==> config.mk <==
export PLATFORM = sky130hd
export DESIGN_NAME = internal_ram_port
export DESIGN_NICKNAME = d
export VERILOG_FILES = /design/src/rtl/internal_ram_port.sv
export SDC_FILE = /design/constraint.sdc
export NUM_CORES = 1
export LEC_CHECK = 0
export ABC_CLOCK_PERIOD_IN_PS = 2930
export BUFFER_PORTS_ARGS = -buffer_cell sky130_fd_sc_hd__buf_2
export CAP_MARGIN = 15
export CORE_MARGIN = 10
export CORE_UTILIZATION = 43
export DETAILED_ROUTE_END_ITERATION = 8
export PLACE_DENSITY = 0.78
export SLEW_MARGIN = 20
export SYNTH_ARGS = -nofsm -noshare
export SYNTH_HDL_FRONTEND = slang
export SYNTH_SLANG_ARGS = --single-unit
==> constraint.sdc <==
create_clock -name clk -period 2.93 [get_ports clk]
set_clock_uncertainty 0.1 [all_clocks]
set_input_delay 0.586 -clock clk [delete_from_list [all_inputs] [get_ports clk]]
set_output_delay 0.586 -clock clk [all_outputs]
set_load 0.05 [all_outputs]
==> src/rtl/internal_ram_port.sv <==
// rtl/internal_ram_port.sv - valid/ready bus front end for the on-chip RAM macro with ROM write protection
module internal_ram_port #(
    parameter int ADDR_WIDTH = 14,
    parameter int ROM_WORDS  = 1024,
    parameter int RSP_DEPTH  = 2
) (
    input  logic                  clk,
    input  logic                  reset,
    input  logic                  cmd_valid,
    output logic                  cmd_ready,
    input  logic                  cmd_write,
    input  logic [ADDR_WIDTH-1:0] cmd_address,
    input  logic [3:0]            cmd_mask,
    input  logic [31:0]           cmd_data,
    output logic                  rsp_valid,
    input  logic                  rsp_ready,
    output logic [31:0]           rsp_data,
    output logic                  rsp_error,
    output logic                  ram_en,
    output logic                  ram_wr,
    output logic [11:0]           ram_addr,
    output logic [3:0]            ram_mask,
    output logic [31:0]           ram_wrData,
    input  logic [31:0]           ram_rdData
);

    localparam int            IW      = ADDR_WIDTH - 2;
    localparam logic [IW-1:0] ROM_LIM = IW'(ROM_WORDS);
    localparam logic [1:0]    CREDITS = 2'(RSP_DEPTH);

    logic [IW-1:0] word_idx;
    logic          unused_low_bits;
    logic          is_rom;
    logic          accept;
    logic          pop;
    logic [1:0]    count;

    // one access launched last cycle whose RAM data lands this cycle
    logic          inflight;
    logic          inflight_wr;
    logic          inflight_err;

    // two-entry response buffer
    logic [31:0]   buf_data [2];
    logic          buf_err  [2];
    logic          rd_ptr;
    logic          wr_ptr;
    logic [1:0]    buf_count;

    assign word_idx        = cmd_address[ADDR_WIDTH-1:2];
    assign unused_low_bits = ^cmd_address[1:0];
    assign is_rom          = word_idx < ROM_LIM;

    assign count     = buf_count + {1'b0, inflight};
    assign rsp_valid = buf_count != 2'd0;
    assign pop       = rsp_valid && rsp_ready;

    // a slot freed by this cycle's pop may be reused by this cycle's accept
    assign cmd_ready = !reset && ((count < CREDITS) || (count == CREDITS && pop));
    assign accept    = cmd_valid && cmd_ready;

    assign ram_en     = accept;
    assign ram_wr     = accept && cmd_write && !is_rom;
    assign ram_addr   = 12'(word_idx);
    assign ram_mask   = cmd_mask;
    assign ram_wrData = cmd_data;

    assign rsp_data  = rsp_valid ? buf_data[rd_ptr] : 32'd0;
    assign rsp_error = rsp_valid && buf_err[rd_ptr];

    // remember what kind of access went to the RAM so its response can be formed next cycle
    always_ff @(posedge clk) begin
        if (reset) begin
            inflight     <= 1'b0;
            inflight_wr  <= 1'b0;
            inflight_err <= 1'b0;
        end else begin
            inflight     <= accept;
            inflight_wr  <= cmd_write;
            inflight_err <= cmd_write && is_rom;
        end
    end

    // buffer pointers and occupancy; push and pop may coincide
    always_ff @(posedge clk) begin
        if (reset) begin
            rd_ptr    <= 1'b0;
            wr_ptr    <= 1'b0;
            buf_count <= 2'd0;
        end else begin
            if (inflight) wr_ptr <= ~wr_ptr;
            if (pop)      rd_ptr <= ~rd_ptr;
            buf_count <= buf_count + {1'b0, inflight} - {1'b0, pop};
        end
    end

    // response payload storage; writes return zero data
    always_ff @(posedge clk) begin
        if (inflight) begin
            buf_data[wr_ptr] <= inflight_wr ? 32'd0 : ram_rdData;
            buf_err[wr_ptr]  <= inflight_err;
        end
    end

endmodule

; Yosys cells after proc, flatten, opt, wreduce, memory -nomap -nowiden
; Memory sizes are Yosys's and may differ from the RTL's. A register that Yosys moved wholly into a read port is not among the register bits.
; Cells that the tools add are included.
[word_totals]
ff_bits = 7
input_bits = 87
mem_count = 2
mem_bits_rw = 66
[mem_list]
columns = name, depth, width, read_ports, rd_ports_with_merged_regs, write_ports, line
row1 = buf_data, 2, 32, 1, 1, 1, 44  ; logic [31:0] buf_data [2];
row2 = buf_err, 2, 1, 1, 1, 1, 45  ; logic buf_err [2];
[op_classes]
n_reduce_logical = 12
n_bitwise = 2
n_lt_le_gt_ge = 2
eq_ne = 1
add_sub_neg = 2
n_mux = 8
[ops]
columns = op, n
row1 = 2-to-1 mux 32 bit, 2
row2 = "< comparator 12 x 11 -> 1 bit, second input constant", 1
row3 = logical AND 1 bit, 8
row4 = 2-to-1 mux 1 bit, 6
row5 = adder 2 x 1 -> 2 bit, 1
row6 = "== test 2 bit, second input constant", 1
row7 = logical NOT 1 bit, 2
row8 = "< comparator 2 bit, second input constant", 1
row9 = inverter 1 bit, 2
row10 = nonzero test 2 bit, 1
row11 = subtractor 2 x 1 -> 2 bit, 1
row12 = logical OR 1 bit, 1

; Longest topological paths before layout
; Gate-level depths: netlist of run 1.
[depth]
word_depth = 8
depth_mapped = 6
ltp_nobuf = 6

; Worst setup path after synthesis of run 1
; OpenSTA, ideal clock, no wires.
[synth_path]
kind = reg-to-output
startpoint = register inflight
endpoint = output ram_en
required_ns = 2.244
t_arrival_ns = 2.002
stages_incl_launch_ff = 5
setup_slack_ns = 0.242
path_cell_list = dfxtp_1 -> ha_1 -> nor2b_2 -> a21oi_1 -> nor3_1
[synth_between]
elab_chain_len = 6
elab_cells_between_ends = 7
classes_between = 1 x add/sub / 1 x order compare / 1 x eq/ne / 4 x reduce/logical
[synth_lines]
columns = element, line
row1 = start: declaration, 39  ; logic inflight;
row2 = start signal: assignment, 78  ; inflight <= accept;
row3 = adder 2 x 1 -> 2 bit *, 54  ; assign count = buf_count + {1'b0, inflight};
row4 = == test 2 bit, 59  ; assign cmd_ready = !reset && ((count < CREDITS) || (count == CREDITS && pop));
row5 = logical AND 1 bit, 59
row6 = logical OR 1 bit *, 59
row7 = logical AND 1 bit *, 59
row8 = logical AND 1 bit *, 60  ; assign accept = cmd_valid && cmd_ready;
row9 = end: declaration, 19  ; output logic ram_en,
; Every way passes the cells marked *; elsewhere a longest branch is shown, timed or not.

; Final worst setup path of run 1
[layout_path]
startpoint = register buf_count[0]
endpoint = output ram_wr
[layout_between]
elab_chain_len = 8
elab_cells_between_ends = 11
classes_between = 1 x add/sub / 1 x order compare / 1 x eq/ne / 8 x reduce/logical
[layout_lines]
columns = element, line
row1 = start: declaration, 48  ; logic [1:0] buf_count;
row2 = start signal: assignment, 93  ; buf_count <= buf_count + {1'b0, inflight} - {1'b0, pop};
row3 = adder 2 x 1 -> 2 bit or nonzero test 2 bit (tied branches), "54, 55"
row4 = == test 2 bit or logical AND 1 bit (tied branches), "59, 56"
row5 = logical AND 1 bit, 59
row6 = logical OR 1 bit *, 59
row7 = logical AND 1 bit *, 59
row8 = logical AND 1 bit *, 60
row9 = logical AND 1 bit * (2 in a row), 63  ; assign ram_wr = accept && cmd_write && !is_rom;
row10 = end: declaration, 20  ; output logic ram_wr,
; Marked as above.

==> results.py, run 1 <==
metrics = {
    "synthesis": {
        "synth_edf_count": 66,
        "netlist_top_cells_count": "edfxtp_1, buf_4, nor2_1",
        "synth-seq-cells": 74,
        "synth_flop_cell": "edfxtp_1",
        "synth_top_area_cell": "edfxtp_1",
        "syn_area_mm2": 0.00343,
        "syn_nets": 351,
        "async_flop_share": 0,
        "ys_top_cells_by_area": "edfxtp_1, buf_4, mux2i_1",
        "ys_seq_area_frac": 0.625,
        "avgSynthCellArea_um2": 13.1,
        "syn_inst": 262,
        "synth_most_common_cell": "edfxtp_1",
        "yosysWarningCount": 0,
        "yosys.area.top_type_share": 0.578,
        "ys_types": 23,
    },
    "route": {
        "drt_pre_antenna_iters": 4,
        "routedWlPerCell_um": 16.9,
        "drc_errors": 0,
        "via_per_inst": 4.71,
        "drt-initial-drc-count": 36,
        "wirelength_um": 6790,
        "vias": 1894,
        "ant_nets": 0,
    },
    "timing": {
        "finalSetupViolCount": 0,
        "post-route-period-util": 0.899,
        "fin_tns_setup_ps": 0,
        "finalCriticalPeriod_ps": 2630,
        "worstMarginPinSlew_ps": 987,
        "drv_slew": 0,
        "max_freq_mhz": 380,
        "finalHoldViolCount": 0,
        "slew_headroom": 0.340,
        "rsz0062_at_grt": "no",
    },
    "layout": {
        "final_area_mm2": 0.00378,
        "drive_above_1_share": 0.341,
        "final_nets": 383,
        "final_core_util": 0.489,
        "stdcell_count": 402,
        "area_growth_pct": 10.3,
    },
    "global_routing": {
        "grt_use_total": 0.114,
        "antenna_found_initial": 1,
        "grt_max_degree": 34,
        "grt.overflow.total": 0,
        "grt_pass1_vias": 2099,
        "grt_pass1_wl_um": 10400,
    },
    "cts": {
        "postCtsSetupRepairBufs": 0,
        "h-tree-depth": 3,
        "cts_buffers": 9,
        "hold_buffers": 0,
        "clock-sinks": 74,
        "cts_tree": "built",
        "clk_path_buf_depth": 2,
        "insertion_delay_ps": 340,
        "clkSlewWorstSetupHoldPaths_ps": 80,
        "cts_root_buffer": "clkbuf_8",
        "ctsResizeCount": 0,
    },
    "power": {
        "p_sw_frac": 0.441,
        "total_power_mw": 3.89,
        "p_per_area_mw_per_mm2": 1030,
        "seqPwrFrac": 0.350,
        "pwr-share-clk": 0.218,
        "combPwrFrac": 0.432,
        "power.leakage_nw": 1.47,
        "power_switching_mw": 1.72,
        "p_int_mw": 2.17,
        "irDropWorstVdd_mv": 0.672,
    },
    "min_path": {
        "hp-class": "input port to flop",
    },
    "critical_path": {
        "critPathMaxFanout": 4,
        "crit_slowest_cell": "dfxtp_1",
        "critPathCaptureType": "output port",
        "crit_path_start_kind": "flop",
        "crit_type": "flop to output port",
        "worstPathArrival_ps": 1950,
        "path_cells": "ha_1 > nor2b_2 > a21oi_1 > nor4_2 > buf_2",
        "required_ps": 2240,
        "worst_path_largest_cell_delay_ps": 440,
    },
    "floorplan": {
        "die_x_um": 109,
        "die-area_mm2": 0.0119,
        "initial_utilization": 0.444,
        "ios": 172,
        "coreArea_mm2": 0.00773,
        "row_count": 32,
        "die_h_um": 109,
    },
    "placed_design": {
        "gp_congestion": 0.696,
        "dpl-instance-area_mm2": 0.00356,
        "dp_hpwl_um": 4820,
        "dp_cells": 385,
        "numPortBuffers": 77,
    },
    "flow_run": {
        "cap_violations": 0,
    },
    "outcome": {
        "outcome": "completed",
    },
}
-- flip-flops by register name, indices dropped and copies added (netlist names), named ones only --
register and flops:
buf_err 2, rd_ptr 1, buf_count 2, buf_data 64, inflight 1, wr_ptr 1
inflight_wr 1, inflight_err 1
-- power groups by stage --
| stage | clock network [mW] | registers (mW) | logic (mW) |
|---|---|---|---|
| after floorplan | 0 | 1.32 | 1.55 |
| after global placement | 0 | 1.38 | 1.69 |
| after detailed placement | 0 | 1.38 | 1.70 |
| after CTS | 0.871 | 1.36 | 1.71 |
| after global routing | 0.907 | 1.37 | 1.79 |
| final | 0.847 | 1.36 | 1.68 |
-- cells in the final DEF, fill, tap and decap left out, types with 3 or more instances in the layout --
master | netlist | routed
buf_2 | 3 | 77
inv_1 | 3 | 3
nor2b_1 | 34 | 33
dfxtp_1 | 8 | 7
edfxtp_1 | 66 | 66
nor3_1 | 4 | 4
mux2i_1 | 33 | 33
clkbuf_8 | 0 | 9
nor2_1 | 38 | 38
-- kinds of logic after synthesis --
kind of cell / share of synthesized area
and+or+nand+nor: 0.131
DFF: 0.625
buffers and inverters: 0.129
muxes: 0.0963
AOI/OAI and AO/OA: 0.00438
xor gates and xnor gates: 0.00766
adders and majority gates: 0.00730
-- final timing paths --
| path | to | from | slack (ps) | cells past startpoint |
|---|---|---|---|---|
| setup / recovery | ram_wr | buf_count[0] | 300 | 5 |
| setup reg to reg | buf_data[0][2] | inflight | 1200 | 1 |
| hold reg to reg | buf_err[0] | inflight_err | 330 | 0 |
| hold / removal | inflight_err | cmd_address[13] | 320 | 2 |
-- per-layer routing --
layer	wire length (um)	track usage	share of wire
met3	707	0.0527	0.10
met2	3270	0.188	0.48
met1	2470	0.112	0.36
met4	345	0.0818	0.051
met5	0	0	0
-- cell type report --
cell class / count / area [um^2]
Clock inverter: 6 / 90.1
Multi-Input combinational cell: 126 / 858
Fill cell: 693 / 3950
Tap cell: 102 / 128
Timing Repair Buffer: 80 / 420
Antenna cell: 1 / 2.50
Sequential cell: 74 / 2140
Inverter: 3 / 11.3
Clock buffer: 10 / 128
-- worst max-delay path: cells and delay by family (launching register included) --
kind            cells  cell delay [ps]
simple gates        2              430
compound gates      1              130
buf+inv             1              300
fa+ha+maj           1              300
flops               1              440
-- per-stage QoR --
stage	hold WS [ps]	setup slack, ps
2_1_floorplan	304	242
3_3_place_gp	311	723
3_5_place_dp	314	669
4_1_cts	303	287
5_1_grt	311	138
6_report	318	296
Note: power is estimated with default switching activity, not from simulation.
==> run 2, diff against run 1 <==
--- a/config.mk
+++ b/config.mk
@@ -9,9 +9,9 @@
 export BUFFER_PORTS_ARGS = -buffer_cell sky130_fd_sc_hd__buf_2
 export CAP_MARGIN = 15
 export CORE_MARGIN = 10
-export CORE_UTILIZATION = 43
+export CORE_UTILIZATION = 46
 export DETAILED_ROUTE_END_ITERATION = 8
-export PLACE_DENSITY = 0.78
+export PLACE_DENSITY = 0.82
 export SLEW_MARGIN = 20
 export SYNTH_ARGS = -nofsm -noshare
 export SYNTH_HDL_FRONTEND = slang
==> run 2 against run 1 <==
First-iteration DRC count up 44%. Register-to-register slack about the same. Cell area down 0.30%. Worst hold slack better by 11 ps. Sequential cell count unchanged. Sequential share of layout area up 0.17 points. Wire length down 1.2%.
==> results.py, run 2 (synthesis gave the netlist of run 1 again) <==
metrics = {
    "critical_path": {
        "reg2reg_slack_ps": 1190,
        "worstPathArrival_ps": 1860,
        "crit_family": "simple AND/OR/NAND/NOR gates",
        "crit_buf_inv": 1,
        "required_ps": 2240,
        "crit_type": "flop to output port",
        "crit_slowest_cell": "dfxtp_1",
        "crit_path_start_kind": "flop",
        "path_cells": "ha_1 > nor2b_2 > a21oi_1 > nor4_2 > buf_2",
        "critPathMaxFanout": 4,
        "critPathCaptureType": "output port",
        "worst_path_largest_cell_delay_ps": 350,
    },
    "layout": {
        "antenna_cells": 0,
        "layout_common_cells": "buf_2, edfxtp_1, nor2_1",
        "seq_area_mm2": 0.00214,
        "fillers": 646,
        "drive_above_1_share": 0.340,
        "regMostFlops": "buf_data",
        "multiInputGateArea_um2": 853,
        "final_nets": 384,
        "top_regs": "buf_data (64), buf_count (2), buf_err (2)",
        "area_growth_pct": 9.92,
        "stdcell_count": 399,
        "largest_reg_flops": 64,
        "layout_commonest_cell": "buf_2",
    },
    "cts": {
        "ctsResizeCount": 0,
        "h-tree-depth": 3,
        "cts_tree": "built",
        "postCtsSetupRepairBufs": 0,
        "cts_root_buffer": "clkbuf_8",
        "hold_buffers": 0,
        "cts_buffers": 9,
        "clock-sinks": 74,
        "clkSlewWorstSetupHoldPaths_ps": 70,
        "insertion_delay_ps": 330,
        "clk_path_buf_depth": 2,
    },
    "power": {
        "p_per_area_mw_per_mm2": 1030,
        "power.leakage_nw": 1.48,
        "combPwrFrac": 0.435,
        "seqPwrFrac": 0.350,
        "pwr-share-clk": 0.215,
        "irDropWorstVdd_mv": 0.538,
        "power_switching_mw": 1.70,
        "p_int_mw": 2.18,
        "p_sw_frac": 0.438,
    },
    "timing": {
        "post-route-period-util": 0.870,
        "max_freq_mhz": 392,
        "finalHoldViolCount": 0,
        "slew_headroom": 0.331,
        "rsz0062_at_grt": "no",
        "worstMarginPinSlew_ps": 1000,
        "drv_slew": 0,
        "finalSetupViolCount": 0,
        "finalCriticalPeriod_ps": 2550,
        "fin_tns_setup_ps": 0,
    },
    "outcome": {
        "outcome": "completed",
    },
    "global_routing": {
        "grt_pass1_vias": 2096,
        "grt.overflow.total": 0,
        "grt_max_degree": 34,
        "antenna_found_initial": 0,
        "grt_use_total": 0.117,
        "grt_pass1_wl_um": 10300,
    },
    "floorplan": {
        "die_x_um": 106,
        "die_h_um": 106,
        "coreArea_mm2": 0.00725,
        "ios": 172,
        "initial_utilization": 0.473,
        "die-area_mm2": 0.0113,
        "row_count": 31,
    },
    "flow_run": {
        "cap_violations": 0,
    },
    "min_path": {
        "hp-class": "input port to flop",
    },
    "placed_design": {
        "gp_congestion": 0.749,
        "dp_hpwl_um": 4740,
        "dp_cells": 383,
        "numPortBuffers": 77,
    },
    "route": {
        "vias": 1920,
        "ant_nets": 0,
        "routedWlPerCell_um": 16.8,
        "wirelength_um": 6700,
        "drc_errors": 0,
        "drt-initial-drc-count": 52,
        "via_per_inst": 4.81,
        "drt_pre_antenna_iters": 4,
    },
}
## run 2: changes by cell type in the layout (fill, tap and decap cells not counted), sizes merged
| cell | delta |
|---|---|
| inv | -1 |
| diode | -1 |
| clkinvlp | -1 |
| clkinv | +1 |
| clkbuf | +1 |
| buf | +1 |
## run 2: final cells by class
type / instances / share of cell area
Clock buffer: 11 / 0.0348
Clock inverter: 5 / 0.0209
Inverter: 3 / 0.00299
Multi-Input combinational cell: 126 / 0.226
Sequential cell: 74 / 0.569
Tap cell: 99 / 0.0329
Timing Repair Buffer: 81 / 0.114
## run 2: layer usage
metal,track usage,share of wire
met1,0.114,0.37
met2,0.197,0.49
met3,0.0368,0.072
met4,0.101,0.065
met5,0,0
## run 2: through the flow
stage / setup WS (ps) / area, um^2 / hold WS, ps / utilization / total power, mW
2_1_floorplan: 242 / 3430 / 304 / - / 2.87
3_3_place_gp: 716 / 3560 / 311 / 0.491 / 3.07
3_5_place_dp: 700 / 3560 / 316 / 0.491 / 3.09
4_1_cts: 349 / 3770 / 317 / 0.520 / 3.92
5_1_grt: 251 / 3770 / 323 / 0.520 / 4.06
6_report: 381 / 3770 / 330 / 0.520 / 3.88
## run 2: power groups by stage
| stage | Clock, mW | Sequential, mW | Combinational, mW |
|---|---|---|---|
| detailed placement | 0 | 1.39 | 1.70 |
| floorplan | 0 | 1.32 | 1.55 |
| global route | 0.895 | 1.37 | 1.79 |
| CTS | 0.851 | 1.36 | 1.71 |
| finish | 0.831 | 1.36 | 1.69 |
| global placement | 0 | 1.38 | 1.69 |
## run 2: final timing paths
path / from / end / depth (start not counted)
max: inflight / ram_wr / 5
min: cmd_address[13] / inflight_err / 2
max reg2reg: inflight / buf_data[0][0] / 1
min reg2reg: inflight_err / buf_err[0] / 0
